==> src/rtl/ubcd_scan_ctrl.sv <==
// Scan controller for a multiplexed 7-segment display that time-shares one universal BCD decoder.
// Digits are scanned MSD first, and the decoder's RBO is chained into the next digit's RBI.
module ubcd_scan_ctrl #(
  parameter int NUM_DIGITS = 4,
  parameter int DWELL      = 256,
  parameter int GHOST      = 2
) (
  input  logic                    clk,
  input  logic                    rst_n,
  input  logic                    value_wr,
  input  logic [4*NUM_DIGITS-1:0] value_in,
  input  logic                    ctrl_wr,
  input  logic [9:0]              ctrl_in,
  output logic [3:0]              dec_value,
  output logic [2:0]              dec_version,
  output logic                    dec_x6,
  output logic                    dec_x7,
  output logic                    dec_x9,
  output logic                    dec_rbi,
  output logic                    dec_lt,
  output logic                    dec_bi,
  output logic                    dec_al,
  input  logic                    dec_rbo,
  output logic [NUM_DIGITS-1:0]   digit_en,
  output logic                    frame_done,
  output logic                    busy
);

  localparam int VW   = 4 * NUM_DIGITS;
  localparam int IDXW = $clog2(NUM_DIGITS);
  localparam int CW   = $clog2((DWELL > GHOST) ? DWELL : GHOST);
  localparam logic [CW-1:0]   DWELL_LD = CW'(DWELL - 1);
  localparam logic [CW-1:0]   GHOST_LD = CW'(GHOST - 1);
  localparam logic [IDXW-1:0] MSD      = IDXW'(NUM_DIGITS - 1);
  localparam logic [9:0]      CTRL_RST = 10'h008;

  typedef enum logic [1:0] {
    IDLE  = 2'd0,
    BLANK = 2'd1,
    SHOW  = 2'd2
  } state_t;

  state_t          state;
  logic            en_q;
  logic [9:1]      ctrl_sh;
  logic [VW-1:0]   value_sh;
  logic [VW-1:0]   value_act;
  logic [IDXW-1:0] idx;
  logic [CW-1:0]   cnt;
  logic            rb_chain;

  logic            en_eff;
  logic [9:1]      ctrl_next;
  logic [VW-1:0]   value_next;
  logic [3:0]      cur_nib;
  logic            frame_start;

  // A write landing on the frame-start cycle must be seen by that frame, so look through the shadows.
  always_comb begin
    en_eff      = ctrl_wr ? ctrl_in[0] : en_q;
    ctrl_next   = ctrl_wr ? ctrl_in[9:1] : ctrl_sh;
    value_next  = value_wr ? value_in : value_sh;
    cur_nib     = value_act[{idx, 2'b00} +: 4];
    frame_start = en_eff && ((state == IDLE) ||
                  ((state == SHOW) && (cnt == '0) && (idx == '0)));
  end

  always_ff @(posedge clk or negedge rst_n) begin
    if (!rst_n) begin
      en_q     <= 1'b0;
      ctrl_sh  <= CTRL_RST[9:1];
      value_sh <= '0;
    end else begin
      if (ctrl_wr) begin
        en_q    <= ctrl_in[0];
        ctrl_sh <= ctrl_in[9:1];
      end
      if (value_wr) begin
        value_sh <= value_in;
      end
    end
  end

  always_ff @(posedge clk or negedge rst_n) begin
    if (!rst_n) begin
      state       <= IDLE;
      value_act   <= '0;
      idx         <= MSD;
      cnt         <= GHOST_LD;
      rb_chain    <= 1'b1;
      digit_en    <= '0;
      dec_bi      <= 1'b0;
      dec_value   <= 4'd0;
      dec_version <= 3'd0;
      dec_x6      <= 1'b0;
      dec_x7      <= 1'b0;
      dec_x9      <= 1'b0;
      dec_rbi     <= 1'b1;
      dec_lt      <= 1'b1;
      dec_al      <= 1'b1;
      frame_done  <= 1'b0;
      busy        <= 1'b0;
    end else begin
      frame_done <= 1'b0;
      if (frame_start) begin
        value_act   <= value_next;
        dec_version <= ctrl_next[6:4];
        dec_x6      <= ctrl_next[7];
        dec_x7      <= ctrl_next[8];
        dec_x9      <= ctrl_next[9];
        dec_al      <= ctrl_next[3];
        dec_lt      <= ~ctrl_next[2];
        idx         <= MSD;
        rb_chain    <= ~ctrl_next[1];
      end
      if (!en_eff) begin
        state    <= IDLE;
        cnt      <= GHOST_LD;
        digit_en <= '0;
        dec_bi   <= 1'b0;
        busy     <= 1'b0;
      end else begin
        case (state)
          IDLE: begin
            state <= BLANK;
            cnt   <= GHOST_LD;
            busy  <= 1'b1;
          end
          BLANK: begin
            if (cnt == '0) begin
              state     <= SHOW;
              cnt       <= DWELL_LD;
              digit_en  <= NUM_DIGITS'(1) << idx;
              dec_bi    <= 1'b1;
              dec_value <= cur_nib;
              dec_rbi   <= (idx == '0) | rb_chain;
            end else begin
              cnt <= cnt - CW'(1);
            end
          end
          // The LSD always shows its zero; the chain restart for idx==0 comes from frame_start.
          SHOW: begin
            if (cnt == '0) begin
              state    <= BLANK;
              cnt      <= GHOST_LD;
              digit_en <= '0;
              dec_bi   <= 1'b0;
              if (idx == '0) begin
                frame_done <= 1'b1;
              end else begin
                idx      <= idx - IDXW'(1);
                rb_chain <= dec_rbo;
              end
            end else begin
              cnt <= cnt - CW'(1);
            end
          end
          default: state <= IDLE;
        endcase
      end
    end
  end

endmodule

==> config.mk <==
export PLATFORM = sky130hd
export DESIGN_NAME = ubcd_scan_ctrl
export DESIGN_NICKNAME = d
export VERILOG_FILES = /design/src/rtl/ubcd_scan_ctrl.sv
export SDC_FILE = /design/constraint.sdc
export NUM_CORES = 1
export LEC_CHECK = 0
export BUFFER_PORTS_ARGS = -buffer_cell sky130_fd_sc_hd__buf_2
export CORE_ASPECT_RATIO = 1.1
export CORE_MARGIN = 2
export CORE_UTILIZATION = 50
export CTS_CLUSTER_SIZE = 10
export DETAILED_ROUTE_END_ITERATION = 12
export GPL_TIMING_DRIVEN = 1
export PLACE_DENSITY = 0.71
export SLEW_MARGIN = 20
export SYNTH_ARGS = -nofsm -noshare
export SYNTH_HDL_FRONTEND = slang
export SYNTH_SLANG_ARGS = --single-unit
==> constraint.sdc <==
create_clock -name clk -period 2.7 [get_ports clk]
set_clock_uncertainty 0.05 [all_clocks]
set_input_delay 0.81 -clock clk [delete_from_list [all_inputs] [get_ports clk]]
set_output_delay 0.81 -clock clk [all_outputs]
set_load 0.05 [all_outputs]
# After elaboration in Yosys (flattened, before gate mapping)
# Cells that the tools add are included.
# Widths: inputs -> output; s select.
word_totals:
  ff_bits: 75
  elab_cells: 79
classes:
  n_addsub: 2
  n_eq_ne: 7
  n_shift: 2
  muxes: 35
  n_bitwise: 3
  reduce_logical: 10
op_table:
  columns: ["op", "n"]
  rows:
  - ["$mux 8", 3]
  - ["$pmux 8 s3", 1]
  - ["$mux 16", 1]
  - ["$mux 2", 8]
  - ["$shiftx 16x5->4", 1]
  - ["$mux 1", 15]
  - ["$mux 4", 3]
  - ["$mux 9", 1]
  - ["$logic_not 8->1", 1]
  - ["$pmux 4 s2", 1]
  - ["$sub 8x1->8 const B", 1]
  - ["$pmux 2 s3", 1]
  - ["$reduce_and 3->1", 2]
  - ["$logic_not 2->1", 2]
  - ["$ne 4x1->1 const B", 1]
  - ["$shl 1x2->4 const A", 1]
  - ["$logic_and 1x1->1", 3]
  - ["$ne 3x1->1 const B", 1]
  - ["$ne 3x2->1 const B", 1]
  - ["$ne 3x3->1 const B", 1]
  - ["$eq 2x1->1 const B", 1]
  - ["$eq 2x2->1 const B", 1]
  - ["$ne 2x1->1 const B", 1]
  - ["$not 1->1", 2]
  - ["5 further kinds", 5]

# Longest topological paths before layout
logic_depth:
  depth_word: 10
  depth_mapped: 7
  mapped_depth_nobuf: 6

# Worst setup path after synthesis
# OpenSTA, ideal clock, no wires.
synth_path:
  kind: "in2reg"
  from: "input port ctrl_wr"
  to: "register cnt[5]"
  setup_time_ps: 128
  arrival_ps: 2110
  required_ps: 2522
  path_slack_ps: 412
  path_stages: 7
  cell_sequence: "buf_4 > mux2i_4 > inv_1 > and3_1 > buf_2 > a2bb2o_1 > o21ai_0"
synth_between:
  elab_chain_cells: 2
  word_cells_on_any_way: 3
  classes_between: "1 x eq/ne; 2 x mux"
synth_lines:
  columns: ["item", "line", "source"]
  rows:
  - ["from (decl)", "12", "input logic ctrl_wr,"]
  - ["$mux 1 *", null, null]
  - ["named net en_eff", "52", "logic en_eff;"]
  - ["$ne 4x1->1 (no source line) / $mux 8 (equally long branches)", null, null]
  - ["to (signal assigned)", "138", "cnt <= cnt - CW'(1);"]
  - ["to (signal assigned)", "155", "cnt <= cnt - CW'(1);"]
  - ["to (decl)", "49", "logic [CW-1:0] cnt;"]
# The timed path passes the listed nets; every way through them passes the cells marked *.
# A chain may end at the register's enable or synchronous reset.

# Worst setup path after layout
layout_path:
  from: "register cnt[1]"
  to: "register value_act[0]"
layout_between:
  elab_chain_cells: 5
layout_lines:
  columns: ["item", "line", "source"]
  rows:
  - ["$logic_not 8->1", "65", "((state == SHOW) && (cnt == '0) && (idx == '0)));"]
  - ["$logic_and 1x1->1 (2 in a row)", "65", null]
  - ["$logic_or 1x1->1", "64", "frame_start = en_eff && ((state == IDLE) ||"]
  - ["$logic_and 1x1->1", "64", null]
  - ["to (signal assigned)", "106", "value_act <= value_next;"]
  - ["to (decl)", "47", "logic [VW-1:0] value_act;"]
# No other way between the ends.

==> tab_implementation.tex <==
\begin{tabular}{lr}
\hline
Metric & Value \\
\hline
\multicolumn{2}{l}{\textbf{Floorplan}} \\
\quad Initial core utilization & 51.6\% \\
\quad Row Count & 31 \\
\quad Die Width & 82.7 um \\
\quad IO Pins & 51 \\
\quad Full die area & 7480 um\^{}2 \\
\quad Vertical extent of the die & 90.5 um \\
\quad Area of the core region & 6590 um\^{}2 \\
\multicolumn{2}{l}{\textbf{Worst setup path}} \\
\quad Kind of end point of the critical path & register \\
\quad Reg2reg start & cnt[1]\$\_DFFE\_PN0P\_ \\
\quad Critical path depth & 7 \\
\quad Worst setup path startpoint & cnt[1]\$\_DFFE\_PN0P\_ \\
\quad Sum of buffers and inverters on the critical path & 2 \\
\quad Longest individual stage delay on the worst path & 460 ps \\
\quad Cell count of the worst reg-to-reg path & 7 \\
\quad Critical Path AT & 2610 ps \\
\quad Maximum fanout count along the critical path & 16 \\
\quad Worst path required time & 2880 ps \\
\quad Largest delay contributor family on the critical path & simple AND/OR/NAND/NOR gates \\
\quad Startpoint type of the worst setup path & register \\
\quad Critical path cell sequence & inv\_1, ha\_1, nor3b\_4, a41oi\_4, nor2\_8, buf\_12, mux2\_2 \\
\quad Crit Path Category & register to register \\
\quad Slowest-stage cell, CP & sky130\_fd\_sc\_hd\_\_nor3b\_4 \\
\multicolumn{2}{l}{\textbf{Clock tree}} \\
\quad Gates resized, CTS repair & 0 \\
\quad Insertion delay to the later sink of the worst-skew pair & 350 ps \\
\quad Depth of the CTS H-tree & 3 \\
\quad Number of buffers created by CTS & 9 \\
\quad Buffer count from post-CTS setup fixing & 0 \\
\quad Root buffer selected by CTS & sky130\_fd\_sc\_hd\_\_clkbuf\_8 \\
\quad Clk sinks & 75 \\
\quad Number of hold-repair buffers added at the cts stage & 0 \\
\quad TritonCTS clock tree & built \\
\quad Clk buf depth & 2 \\
\quad Post-CTS clock slew at the launch and capture registers of the worst setup and hold paths & 80 ps \\
\multicolumn{2}{l}{\textbf{GRT}} \\
\quad GR Util met1 & 26.5\% \\
\quad Maximum number of pins on one net before global-route repair & 33 \\
\quad Tot GR Track Use & 19.0\% \\
\quad Wire length of the first global-routing pass & 10600 um \\
\quad Most utilized layer in the global route result & met2 \\
\quad GRT met3 Usage & 5.20\% \\
\quad Number of antenna violations at the first check in global routing & 0 \\
\quad Sum of overflow across all layers after global routing & 0 \\
\quad Number of global-route vias before repair & 2149 \\
\quad Met2 global-route usage & 27.8\% \\
\multicolumn{2}{l}{\textbf{Logic synthesis}} \\
\quad Complex-gate fraction of the synthesized area & 8.90\% \\
\quad Fraction of synthesized cell area in xor and xnor cells & 0\% \\
\quad Mapped Cells & 239 \\
\quad \#FFs+latches synth & 75 \\
\quad Synthesized area & 3400 um\^{}2 \\
\quad Fraction of the yosys area taken by sequential cells & 55.4\% \\
\quad Synth Net Count & 275 \\
\quad Post-synth cell types & 46 \\
\quad Ys Warns & 0 \\
\quad Simple-Gate Fraction of Synth Area & 7.79\% \\
\quad Syn\_area\_per\_cell & 14.2 um\^{}2 \\
\quad EDFF count, synth & 0 \\
\quad Multiplexer share of the synthesized area & 23.0\% \\
\quad Synth async-reset ratio & 100\% \\
\quad Dominant combinational cell family by area after synthesis & multiplexers \\
\quad Dominant synthesized flop cell & sky130\_fd\_sc\_hd\_\_dfrtp\_1 \\
\quad Post-synthesis share of cell area spent on full adders, half adders and majority gates & 1.84\% \\
\multicolumn{2}{l}{\textbf{Final layout}} \\
\quad Proportion of layout cells with a drive suffix above 1 & 48.5\% \\
\quad Multi-input gate area & 1410 um\^{}2 \\
\quad Layout filler cell count & 514 \\
\quad Antenna diodes & 0 \\
\quad Final net count & 336 \\
\quad Storage element area & 1890 um\^{}2 \\
\quad Growth of design area from synthesis to finish & 17.4\% \\
\multicolumn{2}{l}{\textbf{Timing}} \\
\quad Unrepaired setup endpoints after global routing & false \\
\quad Final Hold Viols & 0 \\
\quad Total count of max-transition violations in the final report & 0 \\
\quad Endpoints failing setup & 0 \\
\quad Slew margin rel. & 61.1\% \\
\quad Fin Setup TNS & 0 ps \\
\quad Worst Tran Pin Value & 584 ps \\
\quad Max Clk Rate & 0.411 GHz \\
\quad Shortest clock period the worst path allows after layout & 2430 ps \\
\quad Portion of the clock cycle consumed by the worst path in the final layout & 90.1\% \\
\multicolumn{2}{l}{\textbf{Routing}} \\
\quad Total routed wirelength & 6150 um \\
\quad Total number of vias & 2085 \\
\quad Final routed DRC violation total & 0 \\
\quad Routed WL per cell & 15.9 um \\
\quad Post-route ant nets & 0 \\
\quad Via density & 5.39 \\
\quad Initial DRT Pass Iterations & 4 \\
\quad Initial DRC count & 77 \\
\multicolumn{2}{l}{\textbf{Pwr}} \\
\quad Net Sw Power & 1570 uW \\
\quad Sequential share of power & 38.9\% \\
\quad Int Power & 2740 uW \\
\quad Pwr/cell area & 1080 nW/um\^{}2 \\
\quad Sw Ratio & 36.5\% \\
\quad Comb pwr share & 39.3\% \\
\quad VDD IR max & 611 uV \\
\quad Clk pwr share & 21.8\% \\
\quad Total leakage power & 0.00186 uW \\
\quad Final total power & 4310 uW \\
\multicolumn{2}{l}{\textbf{Place}} \\
\quad HPWL Detailed & 4340 um \\
\quad GP Congestion & 0.854 \\
\quad IO Port Bufs & 50 \\
\multicolumn{2}{l}{\textbf{Run status}} \\
\quad Run status & finished clean \\
\multicolumn{2}{l}{\textbf{Worst hold path}} \\
\quad Hold crit path type & input port to asynchronous set/reset pin \\
\multicolumn{2}{l}{\textbf{Job}} \\
\quad Max-cap viol count & 0 \\
\hline
\end{tabular}
[cell usage after synthesis (all sizes together) (2+ instances only)]
| library cell | n | share of area (%) |
|---|---|---|
| nor2 | 12 | 1.8 |
| inv | 8 | 0.88 |
| o21ai | 9 | 1.3 |
| o22ai | 2 | 0.37 |
| a32o | 3 | 0.88 |
| o31ai | 6 | 1.3 |
| o211ai | 3 | 0.66 |
| nand2 | 12 | 1.3 |
| clkbuf | 4 | 0.44 |
| o21a | 2 | 0.44 |
| mux4 | 4 | 2.6 |
| mux2 | 52 | 19 |
| nor3 | 6 | 1.0 |
| mux2i | 2 | 0.96 |
| nand2b | 3 | 0.55 |
| a21oi | 5 | 0.74 |
| dfstp | 8 | 6.2 |
| a211oi | 3 | 0.81 |
| buf | 5 | 1.7 |
| and2 | 2 | 0.40 |
| dfrtp | 67 | 49 |
| nor4 | 3 | 0.99 |
| ha | 5 | 1.8 |
| nand4 | 2 | 0.55 |
[path summary, 6_finish.rpt]
kind,endpoint,slack (ps)
worst max-delay path,value_act[0]$_DFFE_PN0P_,270
worst min-delay path,dec_x6$_DFFE_PN0P_,400
worst max register to register,value_act[0]$_DFFE_PN0P_,270
worst min register to register,dec_bi$_DFFE_PN0P_,430
max in group asynchronous,dec_rbi$_DFFE_PN1P_,1470
min in group clk,dec_bi$_DFFE_PN0P_,430
[layer usage]
layer	share of wire, %	vias to the layer above
met5	0	-
met4	1.8	0
met3	4.5	10
met2	47	39
met1	46	1049
li1	-	987
[cell families after synthesis]
kind of cell,count (synthesis)
flops,75
mux,58
simple gates,44
compound gates,40
buf+inv,17
fa+ha+maj,5
[through the flow]
step                utilization, %  setup WS [ps]  cells  hold WS, ps  cell area [um^2]
CTS                           60.6            261    387          409              3990
floorplan                        -            412    239          417              3400
global route                  60.6           82.2    387          443              3990
detailed placement            57.3            286    371          415              3780
finish                        60.6            267    387          402              3990
global placement              57.3            357    371          415              3780
[registers in the layout, summed over array words and instances, names as in the netlist, 2 cells and up]
signal / count
cnt: 8
ctrl_sh: 9
dec_value: 4
dec_version: 3
digit_en: 4
idx: 2
state: 2
value_act: 16
value_sh: 16
[final cells by class]
| cell class | count | area share, % |
|---|---|---|
| inverter | 8 | 0.752 |
| clock inverter | 6 | 2.26 |
| tap | 82 | 2.57 |
| multi-input combinational | 147 | 35.4 |
| sequential | 75 | 47.2 |
| clock buffer | 10 | 3.20 |
| timing repair buffer | 59 | 8.58 |
[cells in the final DEF, fill, tap and decap left out, types with 2 or more instances in the layout]
| cell type | instances |
|---|---|
| sky130_fd_sc_hd__buf_12 | 2 |
| sky130_fd_sc_hd__clkinv_4 | 2 |
| sky130_fd_sc_hd__a32o_1 | 3 |
| sky130_fd_sc_hd__buf_2 | 50 |
| sky130_fd_sc_hd__nor3_1 | 5 |
| sky130_fd_sc_hd__buf_4 | 7 |
| sky130_fd_sc_hd__o211ai_1 | 3 |
| sky130_fd_sc_hd__nand2b_1 | 3 |
| sky130_fd_sc_hd__mux2_2 | 32 |
| sky130_fd_sc_hd__o31ai_1 | 6 |
| sky130_fd_sc_hd__nand2_1 | 12 |
| sky130_fd_sc_hd__mux4_2 | 4 |
| sky130_fd_sc_hd__dfrtp_1 | 67 |
| sky130_fd_sc_hd__nor2_1 | 11 |
| sky130_fd_sc_hd__nor4_1 | 2 |
| sky130_fd_sc_hd__o22ai_1 | 2 |
| sky130_fd_sc_hd__a211oi_1 | 2 |
| sky130_fd_sc_hd__bufinv_16 | 2 |
| sky130_fd_sc_hd__a21oi_1 | 5 |
| sky130_fd_sc_hd__o21a_1 | 2 |
| sky130_fd_sc_hd__dfstp_2 | 8 |
| sky130_fd_sc_hd__o21ai_0 | 8 |
| sky130_fd_sc_hd__clkbuf_8 | 9 |
| sky130_fd_sc_hd__mux2_4 | 20 |
| sky130_fd_sc_hd__ha_1 | 5 |
| sky130_fd_sc_hd__inv_1 | 8 |
[power groups by stage]
stage | Sequential (uW) | Combinational (uW) | Clock, uW
floorplan | 2010 | 1030 | 0
global placement | 1680 | 1660 | 0
detailed placement | 1700 | 1700 | 0
CTS | 1680 | 1710 | 961
global route | 1720 | 1820 | 1030
finish | 1680 | 1690 | 940
Note: power is estimated with default switching activity, not from simulation.
